==> src/rtl/pid_pkg.sv <==
// Shared widths, defaults and width helpers for the PID term generator.
package pid_pkg;

  // Width of the P term: saturated error plus one bit of gain headroom.
  function automatic int pterm_w(input int err_w);
    return err_w + 1;
  endfunction

  // Width of the D term: saturated difference times a 6-bit signed gain.
  function automatic int dterm_w(input int d_sat_w);
    return d_sat_w + 6;
  endfunction

  // Width of the I term: accumulator with the fractional shift removed.
  function automatic int iterm_w(input int acc_w, input int shift);
    return acc_w - shift;
  endfunction

  // Legacy PD path defaults
  localparam int IN_W_DEF    = 16;
  localparam int ERR_W_DEF   = 10;
  localparam int D_DEPTH_DEF = 12;
  localparam int D_SAT_W_DEF = 7;
  localparam int I_ACC_W_DEF = 16;
  localparam int I_SHIFT_DEF = 4;

  localparam logic [3:0] P_NUM_DEF  = 4'd5;
  localparam logic [4:0] D_GAIN_DEF = 5'd7;

  localparam int PTERM_W = pterm_w(ERR_W_DEF);
  localparam int DTERM_W = dterm_w(D_SAT_W_DEF);
  localparam int ITERM_W = iterm_w(I_ACC_W_DEF, I_SHIFT_DEF);

endpackage

==> src/rtl/pid_math_sat_signed.sv <==
// Combinational two's-complement saturator: narrows IN_W bits to OUT_W bits,
// clamping to the most positive / most negative OUT_W value on overflow.
module sat_signed #(
  parameter int IN_W  = 17,
  parameter int OUT_W = 10
) (
  input  logic [IN_W-1:0]  i_din,
  output logic [OUT_W-1:0] o_dout
);

  logic [IN_W-OUT_W:0] w_top;
  logic                w_in_range;

  // Pass the value through when all discarded bits equal the sign, else clamp
  always_comb begin
    w_top      = i_din[IN_W-1:OUT_W-1];
    w_in_range = (&w_top) | ~(|w_top);
    if (w_in_range) begin
      o_dout = i_din[OUT_W-1:0];
    end else if (i_din[IN_W-1]) begin
      o_dout = {1'b1, {(OUT_W-1){1'b0}}};
    end else begin
      o_dout = {1'b0, {(OUT_W-1){1'b1}}};
    end
  end

endmodule

==> src/rtl/pid_math.sv <==
// Per-sample PID term generator for one flight axis. Stage 0 forms and
// saturates the error, stage 1 registers it, stage 2 produces the P, I and D
// terms. clr wins over any sample in the pipeline.
module pid_math
  import pid_pkg::*;
#(
  parameter int IN_W    = IN_W_DEF,
  parameter int ERR_W   = ERR_W_DEF,
  parameter int D_DEPTH = D_DEPTH_DEF,
  parameter int D_SAT_W = D_SAT_W_DEF,
  parameter int I_ACC_W = I_ACC_W_DEF,
  parameter int I_SHIFT = I_SHIFT_DEF
) (
  input  logic                                   clk,
  input  logic                                   rst_n,
  input  logic                                   vld,
  input  logic [IN_W-1:0]                        desired,
  input  logic [IN_W-1:0]                        actual,
  input  logic [3:0]                             p_num,
  input  logic [4:0]                             d_gain,
  input  logic                                   i_en,
  input  logic                                   clr,
  output logic [pterm_w(ERR_W)-1:0]              pterm,
  output logic [iterm_w(I_ACC_W, I_SHIFT)-1:0]   iterm,
  output logic [dterm_w(D_SAT_W)-1:0]            dterm,
  output logic                                   out_vld,
  output logic                                   d_primed
);

  localparam int PT_W   = pterm_w(ERR_W);
  localparam int DT_W   = dterm_w(D_SAT_W);
  localparam int IT_W   = iterm_w(I_ACC_W, I_SHIFT);
  localparam int PP_W   = ERR_W + 5;
  localparam int FILL_W = $clog2(D_DEPTH + 1);
  localparam logic [FILL_W-1:0] FILL_FULL = FILL_W'(D_DEPTH);

  // Stage 0 wires
  logic [IN_W:0]      w_err_raw;
  logic [ERR_W-1:0]   w_err_sat;

  // Stage 1 registers
  logic [ERR_W-1:0]   r_err_q;
  logic               r_s1_vld;

  // Stage 2 state
  logic [ERR_W-1:0]   r_win [D_DEPTH];
  logic [FILL_W-1:0]  r_fill;
  logic [FILL_W-1:0]  w_fill_next;
  logic               r_d_primed;
  logic [I_ACC_W-1:0] r_acc;
  logic [PT_W-1:0]    r_pterm;
  logic [IT_W-1:0]    r_iterm;
  logic [DT_W-1:0]    r_dterm;
  logic               r_out_vld;

  // Stage 2 datapath wires
  logic [PP_W-1:0]    w_p_prod;
  logic [ERR_W:0]     w_d_diff;
  logic [D_SAT_W-1:0] w_d_sat;
  logic [DT_W-1:0]    w_d_prod;
  logic [I_ACC_W:0]   w_acc_sum;
  logic [I_ACC_W-1:0] w_acc_next;

  // Error is formed one bit wider than the inputs so it never wraps
  always_comb begin
    w_err_raw = {actual[IN_W-1], actual} - {desired[IN_W-1], desired};
  end

  sat_signed #(.IN_W(IN_W + 1), .OUT_W(ERR_W)) u_sat_err (
    .i_din  (w_err_raw),
    .o_dout (w_err_sat)
  );

  // Stage 2 arithmetic: P product, D difference, integrator sum, fill update
  always_comb begin
    w_p_prod    = {{5{r_err_q[ERR_W-1]}}, r_err_q} * {{(ERR_W+1){1'b0}}, p_num};
    w_d_diff    = r_d_primed
                ? ({r_err_q[ERR_W-1], r_err_q} -
                   {r_win[D_DEPTH-1][ERR_W-1], r_win[D_DEPTH-1]})
                : {(ERR_W+1){1'b0}};
    w_d_prod    = {{6{w_d_sat[D_SAT_W-1]}}, w_d_sat} * {{(D_SAT_W+1){1'b0}}, d_gain};
    w_acc_sum   = {r_acc[I_ACC_W-1], r_acc} +
                  {{(I_ACC_W+1-ERR_W){r_err_q[ERR_W-1]}}, r_err_q};
    w_fill_next = (r_fill == FILL_FULL) ? r_fill : (r_fill + {{(FILL_W-1){1'b0}}, 1'b1});
  end

  sat_signed #(.IN_W(ERR_W + 1), .OUT_W(D_SAT_W)) u_sat_d (
    .i_din  (w_d_diff),
    .o_dout (w_d_sat)
  );

  sat_signed #(.IN_W(I_ACC_W + 1), .OUT_W(I_ACC_W)) u_sat_acc (
    .i_din  (w_acc_sum),
    .o_dout (w_acc_next)
  );

  // Stage 1: capture the saturated error on vld and track pipeline occupancy
  always_ff @(posedge clk or negedge rst_n) begin
    if (!rst_n) begin
      r_err_q  <= {ERR_W{1'b0}};
      r_s1_vld <= 1'b0;
    end else if (clr) begin
      r_err_q  <= {ERR_W{1'b0}};
      r_s1_vld <= 1'b0;
    end else begin
      if (vld) begin
        r_err_q <= w_err_sat;
      end
      r_s1_vld <= vld;
    end
  end

  // Output strobe: one pulse per sample leaving stage 2
  always_ff @(posedge clk or negedge rst_n) begin
    if (!rst_n) begin
      r_out_vld <= 1'b0;
    end else if (clr) begin
      r_out_vld <= 1'b0;
    end else begin
      r_out_vld <= r_s1_vld;
    end
  end

  // P and D terms, using the gains present in this cycle; hold between samples
  always_ff @(posedge clk or negedge rst_n) begin
    if (!rst_n) begin
      r_pterm <= {PT_W{1'b0}};
      r_dterm <= {DT_W{1'b0}};
    end else if (clr) begin
      r_pterm <= {PT_W{1'b0}};
      r_dterm <= {DT_W{1'b0}};
    end else if (r_s1_vld) begin
      r_pterm <= w_p_prod[ERR_W+3:3];
      r_dterm <= w_d_prod;
    end
  end

  // Derivative window shift register and its priming counter
  always_ff @(posedge clk or negedge rst_n) begin
    if (!rst_n) begin
      for (int i = 0; i < D_DEPTH; i++) begin
        r_win[i] <= {ERR_W{1'b0}};
      end
      r_fill     <= {FILL_W{1'b0}};
      r_d_primed <= 1'b0;
    end else if (clr) begin
      for (int i = 0; i < D_DEPTH; i++) begin
        r_win[i] <= {ERR_W{1'b0}};
      end
      r_fill     <= {FILL_W{1'b0}};
      r_d_primed <= 1'b0;
    end else if (r_s1_vld) begin
      r_win[0] <= r_err_q;
      for (int i = 1; i < D_DEPTH; i++) begin
        r_win[i] <= r_win[i-1];
      end
      r_fill     <= w_fill_next;
      r_d_primed <= (w_fill_next == FILL_FULL);
    end
  end

  // Saturating integrator: pins at the rails instead of wrapping
  always_ff @(posedge clk or negedge rst_n) begin
    if (!rst_n) begin
      r_acc   <= {I_ACC_W{1'b0}};
      r_iterm <= {IT_W{1'b0}};
    end else if (clr) begin
      r_acc   <= {I_ACC_W{1'b0}};
      r_iterm <= {IT_W{1'b0}};
    end else if (r_s1_vld && i_en) begin
      r_acc   <= w_acc_next;
      r_iterm <= w_acc_next[I_ACC_W-1:I_SHIFT];
    end
  end

  assign pterm    = r_pterm;
  assign iterm    = r_iterm;
  assign dterm    = r_dterm;
  assign out_vld  = r_out_vld;
  assign d_primed = r_d_primed;

endmodule

==> config.mk <==
export PLATFORM = sky130hd
export DESIGN_NAME = pid_math
export DESIGN_NICKNAME = d
export VERILOG_FILES = /design/src/rtl/pid_pkg.sv /design/src/rtl/pid_math_sat_signed.sv /design/src/rtl/pid_math.sv
export SDC_FILE = /design/constraint.sdc
export NUM_CORES = 1
export LEC_CHECK = 0
export BUFFER_PORTS_ARGS = -buffer_cell sky130_fd_sc_hd__buf_4
export CORE_MARGIN = 4
export CORE_UTILIZATION = 45
export CTS_CLUSTER_SIZE = 40
export DETAILED_ROUTE_END_ITERATION = 6
export GPL_ROUTABILITY_DRIVEN = 0
export PLACE_DENSITY = 0.74
export SETUP_SLACK_MARGIN = 0.05
export SYNTH_ARGS = -nofsm -noshare
export SYNTH_HDL_FRONTEND = slang
export SYNTH_SLANG_ARGS = --single-unit
==> constraint.sdc <==
create_clock -name clk -period 5.7 [get_ports clk]
set_input_delay 0.285 -clock clk [delete_from_list [all_inputs] [get_ports clk]]
set_output_delay 0.285 -clock clk [all_outputs]
set_load 0.01 [all_outputs]
==> run summary, run 1 <==
====================================================================================
Status                                                                  finished clean
Vert. Die Dim                                                                 173 um
Net total in the final layout                                                   1532
Final design utilization                                                       0.524
Fraction of synthesized cell area taken by the top area cell type              0.362
Tightest Hold Check Type                                                   in -> reg
Required @ worst endpoint                                                    6.06 ns
Part of the total power dissipated in the clock network                        0.365
Vias in the first global route                                                  8948
Transition at the pin with the smallest max-transition slack                 1.07 ns
Area of the die                                                           29900 um^2
Max VDD drop                                                                0.216 mV
Count of buffers inserted at the top-level ports                                  83
HP Start                                                                         vld
Wire length of the first global-routing pass                                 44.2 mm
Area fraction in and, or, nand and nor cells after synthesis                   0.148
Pwr per Cell Area                                                        240 nW/um^2
Average wire per cell in the routed design                                   15.2 um
Max-cap check violation count                                                      0
Delay of the slowest cell on the worst path                                  0.56 ns
Min Clock Period, post-route                                                 5.68 ns
Worst reg2reg startpoint                                                r_err_q[0]$_DFFE_PN0P_
Maximum root-to-sink buffer count                                                  2
Main combinational cell family by area after synthesis                   adder cells
Mux share of post-synthesis cell area                                          0.120
Leakage power                                                             0.00695 uW
WS Path Type                                                              reg -> reg
Clock tree from TritonCTS                                                        yes
Number of distinct library cells after synthesis                                  72
Count of pins on the block boundary                                               84
Clk slew on worst S/H paths                                                  0.08 ns
Avg Inst Size Synth                                                        9.60 um^2
Post-synthesis sequential element count                                          177
Cell internal power dissipation                                              2250 uW
H-tree Lvls                                                                        4
Ratio of final minimum period to clock period                                  0.996
Combinational cell fraction of total power                                     0.244
Die extent in x                                                               173 um
Compound-Gate Fraction of Synth Area                                           0.101
Yosys top cell by area                                                       dfrtp_1
Worst Setup SP                                                          r_err_q[0]$_DFFE_PN0P_
Final hold violations                                                              0
Fmax achieved                                                                176 MHz
Async SR Flop Fraction                                                          1.00
Antenna Cells                                                                      0
Core footprint                                                            26800 um^2
Yosys warnings                                                                     0
CTS Buf Count                                                                     17
Sw power                                                                     1120 uW
Leading cell types by count after synthesis                             nor2_1, dfrtp_1, mux2i_1
Highest net fanout along the worst path                                            4
Arrival time of the worst setup path                                         6.03 ns
Initial cell density of the core                                               0.456
Setup Skew                                                                 0.0149 ns
Proportion of power drawn by flip-flops and latches                            0.392
CP Capture Type                                                            flip-flop
DR iter-0 viols                                                                  564
All-Layer GR Usage                                                             0.175
Adder-Cell Fraction of Synth Area                                              0.166
Final wirelength                                                             25.9 mm
Site row count                                                                    60
Total number of clock tree sinks                                                 177
Count of flip-flops with a built-in enable after synthesis                         0
DRC violation count after routing                                                  0
Share of layout cells above drive strength 1                                   0.150
Global route total overflow                                                        0
Root buffer cell                                                           clkbuf_16
Detailed placer's ending HPWL                                                18.4 mm
Overall Power                                                                3370 uW
Antenna violations before repair                                                   0
Synthesized net count                                                           1455
Total count of max-transition violations in the final report                       0
Post-synthesis sequential area ratio                                           0.362
Pin count of the biggest net entering global routing                             100
Worst-Skew Late Latency                                                      0.43 ns
CP dominant cell by count                                                      inv_2
Number of nets with antenna violations after detailed routing                      0
Avg Vias per Cell                                                               5.27
Drt pass-1 iters                                                                   5
Number of vias in the routed layout                                             8978
Finish-stage setup viols                                                           0
Fraction of power spent switching nets                                         0.331
Cell types with the largest area share after synthesis                  dfrtp_1, mux2i_1, ha_1
Parity-gate share of the synthesized area counting xor and xnor cells         0.0400
Cells after Synth                                                               1273
Type of origin of the critical path                                        flip-flop
Critical Path Slowest Stage Cell                                                fa_1
RSZ-0062 raised after global routing                                            true
Count leader, synth                                                           nor2_1
Most used flip-flop cell after synthesis                                     dfrtp_1
Headroom to the max-slew limit                                                 0.286
Area growth from synthesis to layout                                           15.0%
Post-synthesis instance area                                              12200 um^2
====================================================================================
## critical path, delay by kind of cell, from the launching register on
kind	cells	cell delay, ns
adders and majority gates	6	2.22
AOI/OAI and AO/OA	12	1.94
and+or+nand+nor	4	0.49
DFF	1	0.40
buffers and inverters	5	0.33
xor gates and xnor gates	1	0.15
muxes	1	0.10
## cell usage in the layout (no fill, tap or decap), drive strengths merged, types with 6 or more instances in the layout
cell type and count:
mux2i 146, dfrtp 177, xor2 12, a211oi 8, o21ai 37, and2 35, ha 93, buf 116
nor2 211, o21a 7, a21oi 50, xnor2 43, nand3 17, nor3 14, clkbuf 17, clkinv 6
o21bai 8, nand2b 12, a221o 9, fa 43, nor2b 19, inv 136, nand2 58, a21o 13
## repair_timing
| action | 4_1_cts | 5_1_grt |
|---|---|---|
| endpoints found under the setup margin | 3 | 5 |
| hold buffers | 1 | 0 |
| pin swaps | 22 | 20 |
| resized for setup | 11 | 13 |
| hold endpoints to repair | 86 | 0 |
| setup buffers | 5 | 4 |
## layer usage
| layer | wire (um) | global-route usage | share of wire | vias up |
|---|---|---|---|---|
| li1 | - | - | - | 4436 |
| met1 | 12400 | 0.246 | 0.48 | 4351 |
| met2 | 12200 | 0.285 | 0.47 | 168 |
| met3 | 973 | 0.0286 | 0.038 | 23 |
| met4 | 291 | 0.0409 | 0.011 | 0 |
| met5 | 0 | 0 | 0 | - |
## cell type report
cell class,instances,area (um^2)
clock buffer,17,425
clock inverter,15,214
fill,2372,12700
inverter,127,477
multi-input combinational,910,7180
sequential,177,4430
tap,341,427
timing repair buffer,117,897
## final timing paths
kind / to / slack, ns / depth (start not counted)
setup / recovery: dterm[11]$_DFFE_PN0P_ / 0.02 / 29
hold reg to reg: r_acc[3]$_DFFE_PN0P_ / 0.49 / 2
setup reg to reg: dterm[11]$_DFFE_PN0P_ / 0.02 / 29
max in group asynchronous: r_win[35]$_DFFE_PN0P_ / 3.95 / 3
hold / removal: r_s1_vld$_DFF_PN0_ / 0.18 / 3
min in group asynchronous: dterm[2]$_DFFE_PN0P_ / 0.45 / 2
## registers in the layout, indices dropped and copies added (netlist names)
| signal | count |
|---|---|
| r_win | 120 |
| r_err_q | 10 |
| r_acc | 16 |
| out_vld | 1 |
| r_s1_vld | 1 |
| r_fill | 4 |
| pterm | 11 |
| dterm | 13 |
| d_primed | 1 |
## power by group through the flow
stage,Sequential (uW),Combinational [uW],Clock (uW)
2_1_floorplan,1350,560,0
3_3_place_gp,1340,773,0
3_5_place_dp,1350,796,0
4_1_cts,1320,810,1260
5_1_grt,1330,918,1320
6_report,1320,821,1230
## per-stage QoR
stage                     instance area, um^2  setup TNS (ns)  setup WS [ns]  instances  hold slack, ns
final                                   14100               0         0.0207       1704           0.182
after global routing                    14100          -0.693         -0.231       1704           0.173
after CTS                               14000               0       0.000759       1701           0.159
after detailed placement                13200          -0.114        -0.0756       1663           0.403
after global placement                  13200               0          0.109       1663           0.410
after floorplan                         12300               0         0.0839       1273         -0.0106
## cell families (layout without fill, tap and decap cells)
family / Yosys count / after routing
AOI/OAI and AO/OA: 176 / 176
xor gates and xnor gates: 55 / 55
adders and majority gates: 136 / 136
buffers and inverters: 186 / 276
DFF: 177 / 177
muxes: 147 / 147
and+or+nand+nor: 396 / 396
Power figures use the tool's default switching activity.
==> run 2, diff against run 1 <==
Settings changed: PLACE_DENSITY 0.74 to 0.71, RECOVER_POWER set to 100.
Clock period 5.7 ns to 7.05 ns, I/O delays scaled along.
==> run summary, run 2 (synthesized netlist as in run 1, its figures left out) <==
============================================================================
Top library cells by usage in the layout, fill and taps aside   nor2_1, dfrtp_1, mux2i_1
Vert. Die Dim                                                         173 um   unchanged
Share of layout cells above drive strength 1                          0.0787   -0.0717
Total count of max-transition violations in the final report             159   +159
Failing checks                                                  max-capacitance violations, max-slew violations
Worst-Skew Late Latency                                              0.44 ns   about the same
Wire length of the first global-routing pass                         42.6 mm   -3.5%
Highest net fanout along the worst path                                    7   +3
Headroom to the max-slew limit                                         -2.50   -2.78
WS Path Type                                                      reg -> reg
Max-cap check violation count                                              2   +2
Status                                                          complete, but fails checks
Core footprint                                                    26800 um^2   unchanged
Drt pass-1 iters                                                           5   unchanged
CP Capture Type                                                    flip-flop
Met2 usage in global routing                                           0.264   -0.0217
Met1 Resource Use GR                                                   0.244   -0.00261
Area growth from synthesis to layout                                   10.5%
Final hold violations                                                      0   unchanged
Max VDD drop                                                        0.138 mV   -36%
Final wirelength                                                     25.0 mm   -3.2%
Critical Path Slowest Stage Cell                                        fa_1
Ratio of final minimum period to clock period                          0.920   -0.0767
Root buffer cell                                                   clkbuf_16
Max FFs per register                                                     120   unchanged
Final design utilization                                               0.504   -0.0205
Pwr per Cell Area                                                198 nW/um^2   -17%
Overall Power                                                        2680 uW   -21%
Antenna Cells                                                              0   unchanged
Most congested layer reported by global routing                         met2
CTS Buf Count                                                             17   unchanged
Tightest Hold Check Type                                           in -> reg
Clk slew on worst S/H paths                                          0.07 ns   about the same
Die extent in x                                                       173 um   unchanged
Post-CTS setup buffers                                                     0   -5
Net total in the final layout                                           1504   -1.8%
Top delay family on crit path                                    adder cells
Global route total overflow                                                0   unchanged
Buf+Inv Stages, Crit Path                                                  4   -1
Leakage power                                                     0.00660 uW   -5.1%
Min Clock Period, post-route                                         6.48 ns   +0.804 ns
Setup Skew                                                         0.0139 ns   -0.00102 ns
Post-cts repair resize count                                               0   -11
Arrival time of the worst setup path                                 6.77 ns   +0.74 ns
Area of the die                                                   29900 um^2   unchanged
Fmax achieved                                                        154 MHz   -12%
Type of origin of the critical path                                flip-flop
Detailed placer's ending HPWL                                        17.4 mm   -5.1%
Delay of the slowest cell on the worst path                          0.54 ns   -0.02 ns
Number of vias in the routed layout                                     8882   -1.1%
All-Layer GR Usage                                                     0.169   -0.00618
RSZ-0062 raised after global routing                                   false
Total number of clock tree sinks                                         177   unchanged
H-tree Lvls                                                                4   unchanged
Transition at the pin with the smallest max-transition slack         5.25 ns   +4.17 ns
Initial cell density of the core                                       0.456   unchanged
Average wire per cell in the routed design                           14.9 um   -1.6%
Pin count of the biggest net entering global routing                     157   +57%
Antenna violations before repair                                           0   unchanged
Leading cell type in the layout, fill and taps excluded               nor2_1
Site row count                                                            60   unchanged
Top register by number of flip-flops                                   r_win
Count of pins on the block boundary                                       84   unchanged
DRC violation count after routing                                          0   unchanged
Met3 Use GR                                                           0.0321   +0.00350
Count of hold-fix buffers inserted at cts                                  0   -1
Fillers                                                                 2450   +3.3%
DR iter-0 viols                                                          427   -24%
Count of buffers inserted at the top-level ports                          83   unchanged
Number of nets with antenna violations after detailed routing              0   unchanged
Maximum root-to-sink buffer count                                          2   unchanged
Required @ worst endpoint                                            7.34 ns   +1.28 ns
Clock tree from TritonCTS                                                yes
Avg Vias per Cell                                                       5.30   +0.64%
Finish-stage setup viols                                                   0   unchanged
Total Neg Setup Slack                                                   0 ns   unchanged
Vias in the first global route                                          8670   -3.1%
============================================================================
## run 2: changes by cell type in the layout (fill, tap and decap cells not counted), sizes merged
cell | before | now
dlygate4sd3 | 1 | 0
clkinvlp | 0 | 1
inv | 136 | 131
clkinv | 6 | 7
clkbuf | 17 | 59
bufinv | 0 | 2
buf | 116 | 47
## run 2: per-layer routing
metal  vias up  part of all wire
li1       4364                 -
met1      4329              0.49
met2       169              0.45
met3        20             0.044
met4         0             0.012
met5         -                 0
## run 2: worst paths after layout
kind / from / end / slack (ns) / cells past startpoint
max: r_err_q[0]$_DFFE_PN0P_ / dterm[11]$_DFFE_PN0P_ / 0.57 / 28
min: vld / r_s1_vld$_DFF_PN0_ / 0.24 / 3
max reg2reg: r_err_q[0]$_DFFE_PN0P_ / dterm[11]$_DFFE_PN0P_ / 0.57 / 28
min reg2reg: r_acc[2]$_DFFE_PN0P_ / r_acc[2]$_DFFE_PN0P_ / 0.49 / 2
max in group asynchronous: rst_n / r_s1_vld$_DFF_PN0_ / 1.70 / 2
min in group asynchronous: rst_n / r_win[75]$_DFFE_PN0P_ / 1.83 / 1
## run 2: layout make-up
class	instances	area, um^2	area share
inverter	127	477	0.0353
multi-input combinational	910	7020	0.520
timing repair buffer	89	527	0.0390
tap	341	427	0.0316
clock inverter	14	199	0.0147
clock buffer	17	425	0.0315
sequential	177	4430	0.328
## run 2: where the power goes
part | switching, uW | internal, uW | total, uW
logic | 352 | 251 | 603
registers | 37.9 | 1040 | 1080
clock network | 455 | 541 | 995
## run 2: per-stage QoR
step / cells / worst slack, ns / hold slack, ns / cell area [um^2]
floorplan: 1273 / 1.11 / 0.0569 / 12200
global placement: 1644 / 0.763 / 0.468 / 13100
detailed placement: 1644 / 0.585 / 0.485 / 13100
CTS: 1675 / 0.571 / 0.0686 / 13700
global route: 1675 / 0.0713 / 0.256 / 13500
finish: 1675 / 0.566 / 0.241 / 13500
## run 2: worst reg2reg max path, delay by kind of cell, from the launching register on
family | cells | cell delay [ns]
adders and majority gates | 6 | 2.41
AOI/OAI and AO/OA | 12 | 2.40
and+or+nand+nor | 4 | 0.59
DFF | 1 | 0.46
buffers and inverters | 4 | 0.24
muxes | 1 | 0.15
xor gates and xnor gates | 1 | 0.09
==> run 3, diff against run 2 <==
Settings changed: ABC_AREA set to 1, CTS_CLUSTER_SIZE 40 to not set, PLACE_DENSITY 0.71 to not set.
==> run summary, run 3 <==
====================================================================================
H-tree Lvls                                                                        4   unchanged
Post-synthesis sequential area ratio                                           0.362   about the same
Synthesized net count                                                           1749   +20%
Core footprint                                                            26800 um^2   unchanged
Area fraction in and, or, nand and nor cells after synthesis                   0.197   +0.0493
DR iter-0 viols                                                                  665   +56%
Post-cts repair resize count                                                       0   unchanged
Number of vias in the routed layout                                             9723   +9.5%
Worst Setup SP                                                          r_err_q[0]$_DFFE_PN0P_
Adder-Cell Fraction of Synth Area                                              0.166   about the same
Drt pass-1 iters                                                                   5   unchanged
Highest net fanout along the worst path                                           12   +5
Antenna violations before repair                                                   0   unchanged
Initial cell density of the core                                               0.456   about the same
Fraction of synthesized cell area taken by the top area cell type              0.362   about the same
Area growth from synthesis to layout                                           9.71%
Parity-gate share of the synthesized area counting xor and xnor cells         0.0208   -0.0192
Final wirelength                                                             25.9 mm   +3.5%
Number of distinct library cells after synthesis                                  49   -32%
Maximum root-to-sink buffer count                                                  2   unchanged
Pin count of the biggest net entering global routing                              99   -37%
Die extent in x                                                               173 um   about the same
DRC violation count after routing                                                  0   unchanged
Number of nets with antenna violations after detailed routing                      0   unchanged
Final hold violations                                                              0   unchanged
RSZ-0062 raised after global routing                                           false
Count of pins on the block boundary                                               84   unchanged
Total number of clock tree sinks                                                 177   unchanged
Buf+Inv Stages, Crit Path                                                          6   +2
Status                                                                  complete, but fails checks
Count of flip-flops with a built-in enable after synthesis                         0   unchanged
Fmax achieved                                                                168 MHz   +8.7%
Area of the die                                                           29900 um^2   about the same
Critical Path Slowest Stage Cell                                                fa_1
Compound-Gate Fraction of Synth Area                                           0.126   +0.0241
Average wire per cell in the routed design                                   13.1 um   -12%
Failing checks                                                          max-capacitance violations, max-slew violations
Root buffer cell                                                           clkbuf_16
Detailed placer's ending HPWL                                                19.0 mm   +8.8%
Worst reg2reg startpoint                                                r_err_q[0]$_DFFE_PN0P_
Post-synthesis sequential element count                                          177   unchanged
Global route total overflow                                                        0   unchanged
Yosys top cell by area                                                       dfrtp_1
Clk slew on worst S/H paths                                                  0.07 ns   about the same
Worst R2R Path Depth                                                              31   +11%
Count leader, synth                                                          nand2_1
Wire length of the first global-routing pass                                 44.8 mm   +5.2%
Transition at the pin with the smallest max-transition slack                 5.30 ns   +0.0567 ns
Count of hold-fix buffers inserted at cts                                          0   unchanged
Ratio of final minimum period to clock period                                  0.846   -0.0733
Vias in the first global route                                                  9420   +8.7%
Finish-stage setup viols                                                           0   unchanged
Max FFs per register                                                             120   unchanged
Setup slack after layout                                                     1.08 ns   +0.517 ns
Final design utilization                                                       0.500   -0.00364
Top library cells by usage in the layout, fill and taps aside           nand2_1, inv_1, dfrtp_1
Cell types with the largest area share after synthesis                  dfrtp_1, nand2_1, inv_1
Arrival time of the worst setup path                                         6.28 ns   -0.49 ns
CTS Buf Count                                                                     17   unchanged
Max VDD drop                                                                0.104 mV   -24%
Headroom to the max-slew limit                                                 -2.54   -0.0378
Required @ worst endpoint                                                    7.36 ns   +0.02 ns
Leading cell type in the layout, fill and taps excluded                      nand2_1
Top register by number of flip-flops                                           r_win
Type of origin of the critical path                                        flip-flop
Cells after Synth                                                               1567   +23%
Main combinational cell family by area after synthesis                  simple AND/OR/NAND/NOR gates
Avg Vias per Cell                                                               4.93   -7.1%
Worst-Skew Late Latency                                                      0.43 ns   about the same
Net total in the final layout                                                   1802   +20%
Cell depth of the worst min-delay path                                             3   unchanged
Antenna Cells                                                                      0   unchanged
Post-CTS setup buffers                                                             0   unchanged
Delay of the slowest cell on the worst path                                  0.52 ns   -0.02 ns
CP dominant cell by count                                                    nand2_1
Async SR Flop Fraction                                                          1.00   unchanged
All-Layer GR Usage                                                             0.177   +0.00802
Post-synthesis instance area                                              12200 um^2   about the same
Min Clock Period, post-route                                                 5.97 ns   -0.517 ns
Leading cell types by count after synthesis                             nand2_1, inv_1, dfrtp_1
Site row count                                                                    60   unchanged
Total count of max-transition violations in the final report                     337   +110%
Count of buffers inserted at the top-level ports                                  83   unchanged
Most used flip-flop cell after synthesis                                     dfrtp_1
DP Worst Slack                                                               1.41 ns   +0.823 ns
Mux share of post-synthesis cell area                                              0   -0.120
Fillers                                                                         2661   +8.6%
Clock tree from TritonCTS                                                        yes
Area of combinational cells with multiple inputs                           6180 um^2   -12%
Tightest Hold Check Type                                                   in -> reg
Depth of the critical timing path with buffers and inverters included             31   +11%
Leakage power                                                             0.00715 uW   +8.4%
CP Capture Type                                                            flip-flop
WS Path Type                                                              reg -> reg
Setup Skew                                                                 0.0163 ns   +0.00238 ns
HP Start                                                                         vld
FF/Latch Area                                                              4430 um^2   about the same
Total Neg Setup Slack                                                           0 ns   unchanged
Yosys warnings                                                                     0   unchanged
Vert. Die Dim                                                                 173 um   about the same
Share of layout cells above drive strength 1                                  0.0649   -0.0138
Pwr per Cell Area                                                        185 nW/um^2   -6.5%
Top delay family on crit path                                            adder cells
Avg Inst Size Synth                                                        7.80 um^2   -19%
Max-cap check violation count                                                      5   +3
====================================================================================
run 3: cell count changes after synthesis, sizes merged, moves of 9 or more:
| cell | previous run | this run |
|---|---|---|
| nor2 | 211 | 71 |
| buf | 34 | 21 |
| o22ai | 2 | 110 |
| inv | 127 | 344 |
| a221o | 9 | 0 |
| xnor2 | 43 | 17 |
| mux2i | 146 | 0 |
| and2 | 35 | 2 |
| o21ai | 37 | 48 |
| nor2b | 19 | 0 |
| nand2 | 58 | 395 |
| nand3 | 17 | 79 |
| nand2b | 12 | 0 |
run 3: stage by stage:
step | hold WS [ns] | cell area, um^2 | instances | power, uW
final | 0.290 | 13400 | 1974 | 2490
after global routing | 0.335 | 13400 | 1974 | 2630
after CTS | 0.0640 | 13600 | 1974 | 2530
after detailed placement | 0.474 | 13000 | 1942 | 1590
after global placement | 0.464 | 13000 | 1942 | 1580
after floorplan | 0.0569 | 12200 | 1567 | 1450
run 3: cell families (layout without fill, tap and decap cells):
| family | after synthesis | in the layout |
|---|---|---|
| xor gates and xnor gates | 29 | 29 |
| AOI/OAI and AO/OA | 253 | 253 |
| DFF | 177 | 177 |
| buffers and inverters | 398 | 464 |
| and+or+nand+nor | 574 | 574 |
| adders and majority gates | 136 | 136 |
run 3: worst paths after layout:
check                                        end  slack (ns)
max                        dterm[11]$_DFFE_PN0P_        1.08
min                           r_s1_vld$_DFF_PN0_        0.29
max reg2reg                dterm[11]$_DFFE_PN0P_        1.08
min reg2reg                dterm[12]$_DFFE_PN0P_        0.48
max in group asynchronous  r_win[60]$_DFFE_PN0P_        2.14
min in group asynchronous   dterm[8]$_DFFE_PN0P_        1.86
run 3: where the power goes:
group	switching, uW	internal, uW	total (uW)
clock	411	522	933
sequential	31.1	1040	1070
combinational	311	173	485
total	753	1730	2490
run 3: worst register-to-register path: cells and delay by family (launching register included):
kind	cells	cell delay [ns]
AOI/OAI and AO/OA	6	1.05
DFF	1	0.45
and+or+nand+nor	13	1.52
buffers and inverters	6	0.45
adders and majority gates	6	2.36
run 3: cell type report:
class	instances	share of cell area
Multi-Input combinational cell	992	0.461
Sequential cell	177	0.330
Inverter	344	0.0965
Timing Repair Buffer	88	0.0371
Clock buffer	23	0.0357
Tap cell	341	0.0318
Clock inverter	9	0.00737
run 3: layer usage:
metal	vias up	GRT usage	routed length (um)
met3	23	0.0254	754
met2	140	0.297	12300
met1	4514	0.243	12500
met5	-	0	0
met4	0	0.0442	366
li1	5046	-	-
